[src/rtl/system_control_pkg.sv]
// Shared types and constants for the system run controller and its helpers.
package system_control_pkg;

    localparam int SYSTEM_RUN_COUNT_WIDTH = 32;

    typedef enum logic [2:0] {
        ST_IDLE      = 3'd0,
        ST_RESETTING = 3'd1,
        ST_SETTLE    = 3'd2,
        ST_RUN       = 3'd3,
        ST_CONFIRM   = 3'd4,
        ST_DONE      = 3'd5
    } run_state_t;

    // The PE is only considered finished when nothing is left in flight anywhere.
    function automatic logic halt_condition(input logic pe_halted,
                                            input logic pe_channels_quiescent,
                                            input logic memory_quiescent);
        return pe_halted & pe_channels_quiescent & memory_quiescent;
    endfunction

endpackage

[src/rtl/system_run_controller_if.sv]
// Host/PE-facing signal bundle of the run controller: control in, status and PE controls out.
interface system_run_controller_if
    import system_control_pkg::*;
#(
    parameter int COUNT_WIDTH = SYSTEM_RUN_COUNT_WIDTH
) ();

    logic                   start;
    logic                   abort;
    logic [COUNT_WIDTH-1:0] timeout_limit;
    logic                   pe_halted;
    logic                   pe_channels_quiescent;
    logic                   memory_quiescent;
    logic                   system_reset;
    logic                   system_enable;
    logic                   system_execute;
    logic                   busy;
    logic                   done;
    logic                   timed_out;
    logic                   aborted;
    logic [COUNT_WIDTH-1:0] cycle_count;

    modport master (
        output start, abort, timeout_limit,
        output pe_halted, pe_channels_quiescent, memory_quiescent,
        input  system_reset, system_enable, system_execute,
        input  busy, done, timed_out, aborted, cycle_count
    );

    modport slave (
        input  start, abort, timeout_limit,
        input  pe_halted, pe_channels_quiescent, memory_quiescent,
        output system_reset, system_enable, system_execute,
        output busy, done, timed_out, aborted, cycle_count
    );

endinterface

[src/rtl/saturating_counter.sv]
// Up-counter with synchronous clear that sticks at all-ones instead of wrapping.
module saturating_counter #(
    parameter int WIDTH = 8
) (
    input  logic             clock,
    input  logic             reset,
    input  logic             clear,
    input  logic             increment,
    output logic [WIDTH-1:0] count
);

    logic [WIDTH-1:0] count_q;
    logic [WIDTH-1:0] count_d;

    // Next count: clear dominates increment.
    always_comb begin
        count_d = count_q;
        if (clear) begin
            count_d = '0;
        end else if (increment && (count_q != '1)) begin
            count_d = count_q + WIDTH'(1);
        end else begin
            count_d = count_q;
        end
    end

    // Count register.
    always_ff @(posedge clock) begin
        if (reset) begin
            count_q <= '0;
        end else begin
            count_q <= count_d;
        end
    end

    assign count = count_q;

endmodule

[src/rtl/system_run_controller.sv]
// Sequences one PE test run (reset pulse, settle, execute), qualifies the halt condition
// over several cycles and ends the run on confirmed halt, timeout or host abort.
module system_run_controller
    import system_control_pkg::*;
#(
    parameter int RESET_CYCLES        = 4,
    parameter int HALT_CONFIRM_CYCLES = 3,
    parameter int COUNT_WIDTH         = SYSTEM_RUN_COUNT_WIDTH
) (
    input  logic                   clock,
    input  logic                   reset,
    system_run_controller_if.slave bus
);

    localparam int RESET_WIDTH   = (RESET_CYCLES > 1) ? $clog2(RESET_CYCLES) : 1;
    localparam int CONFIRM_WIDTH = $clog2(HALT_CONFIRM_CYCLES + 1);
    localparam logic [RESET_WIDTH-1:0]   RESET_LAST   = RESET_WIDTH'(RESET_CYCLES - 1);
    localparam logic [CONFIRM_WIDTH-1:0] CONFIRM_LAST = CONFIRM_WIDTH'(HALT_CONFIRM_CYCLES - 1);

    run_state_t               state_q, state_d;
    logic [RESET_WIDTH-1:0]   reset_count_q, reset_count_d;
    logic [COUNT_WIDTH-1:0]   limit_q, limit_d;
    logic                     system_reset_q, system_reset_d;
    logic                     system_enable_q, system_enable_d;
    logic                     system_execute_q, system_execute_d;
    logic                     busy_q, busy_d;
    logic                     done_q, done_d;
    logic                     timed_out_q, timed_out_d;
    logic                     aborted_q, aborted_d;

    logic                     halt_s;
    logic                     timeout_hit_s;
    logic [COUNT_WIDTH-1:0]   cycle_count_s;
    logic [COUNT_WIDTH-1:0]   count_next_s;
    logic [CONFIRM_WIDTH-1:0] confirm_count_s;
    logic                     cycle_clear_s, cycle_inc_s;
    logic                     confirm_clear_s, confirm_inc_s;

    saturating_counter #(.WIDTH(COUNT_WIDTH)) u_cycle_counter (
        .clock     (clock),
        .reset     (reset),
        .clear     (cycle_clear_s),
        .increment (cycle_inc_s),
        .count     (cycle_count_s)
    );

    saturating_counter #(.WIDTH(CONFIRM_WIDTH)) u_confirm_counter (
        .clock     (clock),
        .reset     (reset),
        .clear     (confirm_clear_s),
        .increment (confirm_inc_s),
        .count     (confirm_count_s)
    );

    // Timeout fires on the cycle whose count would reach the latched limit.
    always_comb begin
        halt_s        = halt_condition(bus.pe_halted, bus.pe_channels_quiescent,
                                       bus.memory_quiescent);
        count_next_s  = (cycle_count_s == '1) ? cycle_count_s : cycle_count_s + COUNT_WIDTH'(1);
        timeout_hit_s = (limit_q != '0) && (count_next_s == limit_q);
    end

    // Next-state logic; outputs are decoded from the next state so they come straight off flops.
    always_comb begin
        state_d          = state_q;
        reset_count_d    = reset_count_q;
        limit_d          = limit_q;
        done_d           = done_q;
        timed_out_d      = timed_out_q;
        aborted_d        = aborted_q;
        cycle_clear_s    = 1'b0;
        cycle_inc_s      = 1'b0;
        confirm_clear_s  = 1'b0;
        confirm_inc_s    = 1'b0;
        system_reset_d   = 1'b0;
        system_enable_d  = 1'b1;
        system_execute_d = 1'b0;
        busy_d           = 1'b0;

        case (state_q)
            ST_IDLE, ST_DONE: begin
                if (bus.start) begin
                    state_d         = ST_RESETTING;
                    reset_count_d   = '0;
                    limit_d         = bus.timeout_limit;
                    done_d          = 1'b0;
                    timed_out_d     = 1'b0;
                    aborted_d       = 1'b0;
                    cycle_clear_s   = 1'b1;
                    confirm_clear_s = 1'b1;
                end else begin
                    state_d = state_q;
                end
            end
            ST_RESETTING: begin
                if (bus.abort) begin
                    state_d   = ST_DONE;
                    done_d    = 1'b1;
                    aborted_d = 1'b1;
                end else if (reset_count_q == RESET_LAST) begin
                    state_d = ST_SETTLE;
                end else begin
                    reset_count_d = reset_count_q + RESET_WIDTH'(1);
                end
            end
            ST_SETTLE: begin
                if (bus.abort) begin
                    state_d   = ST_DONE;
                    done_d    = 1'b1;
                    aborted_d = 1'b1;
                end else begin
                    state_d = ST_RUN;
                end
            end
            ST_RUN, ST_CONFIRM: begin
                // Every execute cycle is counted, including the one that ends the run.
                cycle_inc_s = 1'b1;
                if (bus.abort) begin
                    state_d   = ST_DONE;
                    done_d    = 1'b1;
                    aborted_d = 1'b1;
                end else if (halt_s && (confirm_count_s == CONFIRM_LAST)) begin
                    state_d = ST_DONE;
                    done_d  = 1'b1;
                end else if (timeout_hit_s) begin
                    state_d     = ST_DONE;
                    done_d      = 1'b1;
                    timed_out_d = 1'b1;
                end else if (halt_s) begin
                    state_d       = ST_CONFIRM;
                    confirm_inc_s = 1'b1;
                end else begin
                    state_d         = ST_RUN;
                    confirm_clear_s = 1'b1;
                end
            end
            default: begin
                state_d = ST_IDLE;
            end
        endcase

        case (state_d)
            ST_RESETTING: begin
                system_reset_d  = 1'b1;
                system_enable_d = 1'b0;
                busy_d          = 1'b1;
            end
            ST_SETTLE: begin
                busy_d = 1'b1;
            end
            ST_RUN, ST_CONFIRM: begin
                system_execute_d = 1'b1;
                busy_d           = 1'b1;
            end
            default: begin
                busy_d = 1'b0;
            end
        endcase
    end

    // State and registered outputs; reset holds the PE in reset with everything else idle.
    always_ff @(posedge clock) begin
        if (reset) begin
            state_q          <= ST_IDLE;
            reset_count_q    <= '0;
            limit_q          <= '0;
            system_reset_q   <= 1'b1;
            system_enable_q  <= 1'b0;
            system_execute_q <= 1'b0;
            busy_q           <= 1'b0;
            done_q           <= 1'b0;
            timed_out_q      <= 1'b0;
            aborted_q        <= 1'b0;
        end else begin
            state_q          <= state_d;
            reset_count_q    <= reset_count_d;
            limit_q          <= limit_d;
            system_reset_q   <= system_reset_d;
            system_enable_q  <= system_enable_d;
            system_execute_q <= system_execute_d;
            busy_q           <= busy_d;
            done_q           <= done_d;
            timed_out_q      <= timed_out_d;
            aborted_q        <= aborted_d;
        end
    end

    assign bus.system_reset   = system_reset_q;
    assign bus.system_enable  = system_enable_q;
    assign bus.system_execute = system_execute_q;
    assign bus.busy           = busy_q;
    assign bus.done           = done_q;
    assign bus.timed_out      = timed_out_q;
    assign bus.aborted        = aborted_q;
    assign bus.cycle_count    = cycle_count_s;

endmodule

[src/flat_wrapper.sv]
// flat-port wrapper written by rule: the top's interface ports become plain ports
module system_run_controller_flat import system_control_pkg::*;
#(
    parameter int RESET_CYCLES        = 4,
    parameter int HALT_CONFIRM_CYCLES = 3,
    parameter int COUNT_WIDTH         = SYSTEM_RUN_COUNT_WIDTH
)
  (clock, reset, bus_start, bus_abort, bus_timeout_limit, bus_pe_halted, bus_pe_channels_quiescent, bus_memory_quiescent, bus_system_reset, bus_system_enable, bus_system_execute, bus_busy, bus_done, bus_timed_out, bus_aborted, bus_cycle_count);
  system_run_controller_if #(.COUNT_WIDTH(COUNT_WIDTH)) bus_i ();
  input  logic clock;
  input  logic reset;
  input wire logic [$bits(bus_i.start)-1:0] bus_start;
  input wire logic [$bits(bus_i.abort)-1:0] bus_abort;
  input wire logic [$bits(bus_i.timeout_limit)-1:0] bus_timeout_limit;
  input wire logic [$bits(bus_i.pe_halted)-1:0] bus_pe_halted;
  input wire logic [$bits(bus_i.pe_channels_quiescent)-1:0] bus_pe_channels_quiescent;
  input wire logic [$bits(bus_i.memory_quiescent)-1:0] bus_memory_quiescent;
  output wire logic [$bits(bus_i.system_reset)-1:0] bus_system_reset;
  output wire logic [$bits(bus_i.system_enable)-1:0] bus_system_enable;
  output wire logic [$bits(bus_i.system_execute)-1:0] bus_system_execute;
  output wire logic [$bits(bus_i.busy)-1:0] bus_busy;
  output wire logic [$bits(bus_i.done)-1:0] bus_done;
  output wire logic [$bits(bus_i.timed_out)-1:0] bus_timed_out;
  output wire logic [$bits(bus_i.aborted)-1:0] bus_aborted;
  output wire logic [$bits(bus_i.cycle_count)-1:0] bus_cycle_count;
  assign bus_i.start = bus_start;
  assign bus_i.abort = bus_abort;
  assign bus_i.timeout_limit = bus_timeout_limit;
  assign bus_i.pe_halted = bus_pe_halted;
  assign bus_i.pe_channels_quiescent = bus_pe_channels_quiescent;
  assign bus_i.memory_quiescent = bus_memory_quiescent;
  assign bus_system_reset = bus_i.system_reset;
  assign bus_system_enable = bus_i.system_enable;
  assign bus_system_execute = bus_i.system_execute;
  assign bus_busy = bus_i.busy;
  assign bus_done = bus_i.done;
  assign bus_timed_out = bus_i.timed_out;
  assign bus_aborted = bus_i.aborted;
  assign bus_cycle_count = bus_i.cycle_count;
  system_run_controller #(.RESET_CYCLES(RESET_CYCLES), .HALT_CONFIRM_CYCLES(HALT_CONFIRM_CYCLES), .COUNT_WIDTH(COUNT_WIDTH)) u_core (.clock(clock), .reset(reset), .bus(bus_i));
endmodule
[config.mk]
export PLATFORM = sky130hd
export DESIGN_NAME = system_run_controller_flat
export DESIGN_NICKNAME = d
export VERILOG_FILES = /design/src/rtl/system_control_pkg.sv /design/src/rtl/system_run_controller_if.sv /design/src/rtl/saturating_counter.sv /design/src/rtl/system_run_controller.sv /design/src/flat_wrapper.sv
export SDC_FILE = /design/constraint.sdc
export NUM_CORES = 1
export LEC_CHECK = 0
export CORE_MARGIN = 2
export CORE_UTILIZATION = 49
export CTS_CLUSTER_SIZE = 30
export DETAILED_ROUTE_END_ITERATION = 16
export PLACE_DENSITY = 0.76
export SLEW_MARGIN = 20
export SYNTH_ARGS = -nofsm -noshare
export SYNTH_HDL_FRONTEND = slang
export SYNTH_SLANG_ARGS = --single-unit
[constraint.sdc]
create_clock -name clock -period 3.43 [get_ports clock]
set_input_delay 0.5145 -clock clock [delete_from_list [all_inputs] [get_ports clock]]
set_output_delay 0.5145 -clock clock [all_outputs]
set_load 0.005 [all_outputs]
== Word level (Yosys, flattened, before mapping) ==
Cells that the tools add are included.

* Register bits: 78
* Input bits: 39

* $add $sub $neg: 3
* Eq/ne operators: 24
* Mux-type cells: 41
* Bitwise gates (word level): 2
* Reductions and logical operators: 23

{| class="wikitable"
|+ Operator list
! cell !! number
|-
| adder 32 x 1 -> 32 bit (second input constant) || 1
|-
| equality test 32 bit || 1
|-
| equality test 32 bit (second input constant) || 1
|-
| 2-to-1 mux 32 bit || 1
|-
| inequality test 32 bit (second input constant) || 1
|-
| nonzero test 32 bit || 1
|-
| 2-to-1 mux 3 bit || 8
|-
| 2-to-1 mux 1 bit || 23
|-
| equality test 3 x 2 -> 1 bit (second input constant) || 4
|-
| inequality test 2 bit (second input constant) || 6
|-
| one-hot mux 3 bit (4 select lines) || 1
|-
| OR reduction 2 bit || 6
|-
| equality test 3 bit (second input constant) || 3
|-
| AND reduction 4 bit || 2
|-
| OR reduction 4 bit || 2
|-
| equality test 3 x 1 -> 1 bit (second input constant) || 2
|-
| 2-to-1 mux 2 bit || 3
|-
| inequality test 2 x 1 -> 1 bit (second input constant) || 3
|-
| one-hot mux 1 bit (2 select lines) || 3
|-
| nonzero test 2 bit || 3
|-
| AND reduction 5 bit || 1
|-
| adder 2 x 1 -> 2 bit (second input constant) || 2
|-
| equality test 2 bit (second input constant) || 2
|-
| logical AND 1 bit || 4
|-
| 8 further kinds || 9
|}

== Longest topological paths before layout ==
* Word-level depth: 11
* Gate-level depth with buffers: 13
* Mapped depth without buffers: 11

== Modules after synthesis ==
Synthesis repeated with hierarchy kept, for this count alone.

* Cells, all modules: 649
* Area, all modules: 5029.8 µm²

{| class="wikitable"
|+ Modules (own cells, without submodules)
! module !! times used !! cells an instance !! area an instance (µm²) !! sequential area each (µm²)
|-
| system_run_controller || 1 || 443 || 3304.4 || 880.8
|-
| saturating_counter at u_core.u_cycle_counter || 1 || 198 || 1620.3 || 640.6
|-
| saturating_counter at u_core.u_confirm_counter || 1 || 8 || 105.1 || 40.0
|}

== Least setup slack after synthesis ==
OpenSTA, ideal clock, no wires.

* Kind: register -> register
* Start: reg u_core.u_cycle_counter.count_q[0] (netlist: u_core.u_cycle_counter.count[0])
* End: reg u_core.u_confirm_counter.count_q[0] (netlist: u_core.u_confirm_counter.count[0])
* Arrival time: 3.599 ns
* Required time: 3.302 ns
* Path slack: -0.297 ns
* Stages on the path, launching flop included: 12
* Path buffers: 0
* Clock period less this slack: 3.727 ns
* Cell sequence: dfxtp_1 -> ha_1 -> nand3_1 -> or4_1 -> o41ai_1 -> a21o_1 -> o2111ai_1 -> or4_1 -> or4_4 -> nor4_4 -> or4b_2 -> o22ai_1

* Longest elaborated chain between the ends: 9

{| class="wikitable"
|+ Ends and longest elaborated chain
! what !! RTL line !! text
|-
| start: declaration || saturating_counter.sv:12 || <nowiki>logic [WIDTH-1:0] count_q;</nowiki>
|-
| start signal: assignment || saturating_counter.sv:32 || <nowiki>count_q <= count_d;</nowiki>
|-
| adder 32 x 1 -> 32 bit / equality test 32 bit (equally long branches) || system_run_controller.sv:59 || <nowiki>count_next_s = (cycle_count_s == '1) ? cycle_count_s : cycle_count_s + COUNT_WIDTH'(1);</nowiki>
|-
| 2-to-1 mux 32 bit * || system_run_controller.sv:59 ||
|-
| equality test 32 bit * || system_run_controller.sv:60 || <nowiki>timeout_hit_s = (limit_q != '0) && (count_next_s == limit_q);</nowiki>
|-
| logical AND 1 bit * || system_run_controller.sv:60 ||
|-
| 2-to-1 mux 1 bit || system_run_controller.sv:125 || <nowiki>end else if (timeout_hit_s) begin</nowiki>
|-
| 2-to-1 mux 1 bit || system_run_controller.sv:122 || <nowiki>end else if (halt_s && (confirm_count_s == CONFIRM_LAST)) begin</nowiki>
|-
| 2-to-1 mux 1 bit || system_run_controller.sv:118 || <nowiki>if (bus.abort) begin</nowiki>
|-
| one-hot mux 1 bit (2 select lines) / 2-to-1 mux 1 bit (equally long branches) || system_run_controller.sv:80 || <nowiki>case (state_q)</nowiki>
|-
| OR reduction 2 bit (no line) / logical AND 1 bit (equally long branches) || n/a ||
|-
| end signal: assignment || saturating_counter.sv:32 ||
|-
| end: declaration || saturating_counter.sv:12 ||
|}

Mark *: on every way between the ends. The rest lies on a longest branch, timed or not.
A chain may end at the register's enable or synchronous reset.

== Worst setup path in the final report ==
* Start: reg u_core.u_cycle_counter.count_q[15] (netlist: u_core.u_cycle_counter.count[15])
* End: reg u_core.done_q (netlist: u_core.bus.done)

* Longest elaborated chain between the ends: 6

{| class="wikitable"
|+ Ends and longest elaborated chain
! what !! RTL line !! text
|-
| adder 32 x 1 -> 32 bit / equality test 32 bit (equally long branches) || system_run_controller.sv:59 ||
|-
| 2-to-1 mux 32 bit * || system_run_controller.sv:59 ||
|-
| equality test 32 bit * || system_run_controller.sv:60 ||
|-
| logical AND 1 bit * || system_run_controller.sv:60 ||
|-
| inequality test 4 x 2 -> 1 bit (no line) * || n/a ||
|-
| AND reduction 4 bit (no line) * || n/a ||
|-
| end signal: assignment || system_run_controller.sv:182 || <nowiki>done_q <= done_d;</nowiki>
|-
| end: declaration || system_run_controller.sv:27 || <nowiki>logic done_q, done_d;</nowiki>
|}

Marked as above.

==> results_dict.tcl <==
set metrics [dict create \
    wl_per_cell_um 17.0 \
    yosysWarnings 0 \
    syn_inst 666 \
    first_pass_iters 7 \
    drive_gt1_share_pct 16.4 \
    p_leak_nw 2.40 \
    power_density_mw_per_mm2 334 \
    path_max_fanout 8 \
    dp_slack_ns -0.0490 \
    cts_inserted_buffers 9 \
    cts-root-buf "clkbuf_8" \
    grt-ovfl-total 0 \
    io_buffers 77 \
    cpMostUsedCell "or4_4" \
    cts_sinks 78 \
    p_total_mw 2.20 \
    grt_antenna_before_repair 0 \
    ys.flop_type "dfxtp_1" \
    crit_buf_inv 1 \
    cts_buffer_depth 2 \
    outcome "completed" \
    synth_seq_cells 78 \
    grtUsageTotal_pct 28.1 \
    die_w_um 104 \
    core-area_mm2 0.00973 \
    fp.dieH_um 104 \
    hp-class "flop to flop" \
    syn_area_per_cell_um2 7.36 \
    slowest_stage "or4_4" \
    max_freq_ghz 0.293 \
    grt_start_max_net_pins 34 \
    via_per_inst 5.87 \
    hpwl_um 11800 \
    dieArea_mm2 0.0108 \
    cts_tree "done" \
    antenna-diode-count 0 \
    relSlewSlack_pct 53.6 \
    fillers 856 \
    async_flop_share_pct 0 \
    finClkSkew_ns 0.0184 \
    vdd_drop_max_mv 0.298 \
    worst_ep_required_time_ns 3.71 \
    clk_pin_slew_ns 0.08 \
    drc_errors 0 \
    tns_ns 0 \
    initial_core_util_pct 50.4 \
    worstSkewPairLatency_ns 0.37 \
    nNetsFinal 824 \
    ys_types 57 \
    ios 78 \
    setup_ws_ns 0.0159 \
    ys_seq_area_share_pct 31.8 \
    dpl-instance-area_mm2 0.00620 \
    crit_path_max_incr_delay_ns 0.58 \
    hold_buffers 0 \
    grt_pass1_vias 4915 \
    critical_path.cell_chain "nand4_1, or4_4, or3_4, xor2_1, and3_1, or4_4, or4_4, nor4_4, buf_6, o21ai_1, a31oi_1" \
    area_growth_pct 34.1 \
    finalWirelength_um 15700 \
    end_kind "flop" \
    criticalPathCategory "flop to flop" \
    max_cap_viol_count 0 \
    ctsHtreeMaxLevel 3 \
    tightest_slew_ns 0.696 \
    setup_viol 0 \
    drt_iter0_markers 395 \
    syn_area_mm2 0.00490 \
    post-route-period-util_pct 99.5 \
    min_period_ns 3.41 \
    syn-num-nets 709 \
    synth_edf_count 0 \
    row_count 36 \
    grt_pass1_wl_um 24700 \
    crit_arrival_ns 3.70 \
    hold_viol_final 0 \
    crit_path_start_kind "flop" \
    grt_setup_unrepaired "true" \
    ant_nets 0 \
    crit_family "simple AND/OR/NAND/NOR gates" \
    slew_viol_final 0 \
    stdcell_area_mm2 0.00658 \
    vias 5398 \
    place.gp.congestion 0.914 \
]
## per-layer routing
layer	track usage [%]	part of all wire (%)
met3	4.20	7.5
met1	38.6	45
met5	0	0
met2	45.9	46
met4	7.92	1.8
## cell usage after synthesis, types with 3 or more instances
master / n / area (um^2)
o22ai_1: 6 / 37.5
nand2_1: 108 / 405
nand3_1: 29 / 145
clkbuf_1: 38 / 143
o32a_1: 3 / 30.0
o2111ai_1: 3 / 26.3
and3_1: 12 / 75.1
nand3b_1: 3 / 22.5
nor3_1: 17 / 85.1
or2_2: 3 / 18.8
ha_1: 4 / 50.1
nor2b_1: 8 / 50.1
dfxtp_1: 78 / 1560
nand2b_1: 9 / 56.3
a21oi_1: 58 / 290
nor4_1: 19 / 119
buf_2: 9 / 45.0
xnor2_1: 30 / 263
mux2i_1: 8 / 80.1
nand4_1: 18 / 113
o211ai_1: 5 / 37.5
or3_1: 10 / 62.6
a311oi_1: 3 / 26.3
xor2_1: 26 / 228
or4_1: 7 / 52.6
nor3b_1: 4 / 30.0
a31oi_1: 7 / 43.8
o21ai_1: 3 / 15.0
nor2_1: 62 / 233
o21ai_0: 20 / 100
a21o_1: 4 / 30.0
o21a_1: 3 / 22.5
inv_1: 13 / 48.8
## state kept, by name, summed over array words and instances, names as in the netlist
register / count
u_core.bus.system_execute: 1
u_core.limit_q: 32
u_core.bus.system_reset: 1
u_core.state_q: 3
u_core.reset_count_q: 2
u_core.bus.timed_out: 1
u_core.bus.done: 1
u_core.bus.aborted: 1
u_core.bus.busy: 1
u_core.u_cycle_counter.count: 32
u_core.u_confirm_counter.count: 2
u_core.bus.system_enable: 1
## final cells by class
type | instances | area (um^2) | area share (%)
clock buffer | 12 | 155 | 2.36
clock inverter | 4 | 77.6 | 1.18
multi-input combinational | 528 | 3210 | 48.8
timing repair buffer | 151 | 1330 | 20.3
sequential | 78 | 1590 | 24.1
tap | 133 | 166 | 2.53
inverter | 13 | 48.8 | 0.742
## placed cells by master (no fill, tap or decap), types with 11 or more instances in the layout
| master | instances |
|---|---|
| clkdlybuf4s50_1 | 77 |
| nor4_1 | 16 |
| o21ai_0 | 20 |
| nor3_1 | 15 |
| xor2_1 | 25 |
| nand4_1 | 18 |
| nor2_1 | 62 |
| buf_4 | 72 |
| nand2_1 | 108 |
| nand3_1 | 28 |
| clkbuf_8 | 11 |
| inv_1 | 13 |
| a21oi_1 | 58 |
| xnor2_1 | 30 |
| and3_1 | 11 |
| dfxtp_1 | 65 |
## logic make-up after synthesis
kind of cell    synth area share [%]
fa+ha+maj                       1.02
xor+xnor                        10.0
compound gates                  16.9
flops                           31.8
mux                             2.09
buf+inv                         4.82
simple gates                    33.4
## tightest hold or removal path, delay by kind of cell, from the launching register on
family	cells	cell delay (ns)
AOI/OAI and AO/OA	1	0.06
buffers and inverters	1	0.05
DFF	1	0.33
## path summary, 6_finish.rpt
path	to	startpoint	cells after the start	slack, ns
min	u_core.bus.aborted	u_core.bus.aborted	2	0.49
max reg2reg	u_core.bus.done	u_core.u_cycle_counter.count[15]	11	0.02
min reg2reg	u_core.bus.aborted	u_core.bus.aborted	2	0.49
max	u_core.bus.done	u_core.u_cycle_counter.count[15]	11	0.02
## through the flow
step	utilization, %	hold WS, ns	std cells
6_report	67.6	0.490	919
4_1_cts	66.3	0.494	913
5_1_grt	67.6	0.518	919
2_1_floorplan	-	0.442	666
3_5_place_dp	63.7	0.475	897
3_3_place_gp	63.7	0.435	897
## power by group
part	total, mW	internal [mW]	leakage [nW]	switching [mW]
Clock	0.810	0.454	0.117	0.356
Combinational	0.364	0.175	1.64	0.189
Sequential	1.02	0.948	0.643	0.0740
## timing repair
action | 4_1_cts | 5_1_grt
buffers inserted | 0 | 6
pin swaps | 5 | 4
setup endpoints to repair | 6 | 9
gates resized for setup | 5 | 19
Note: power is estimated with default switching activity, not from simulation.
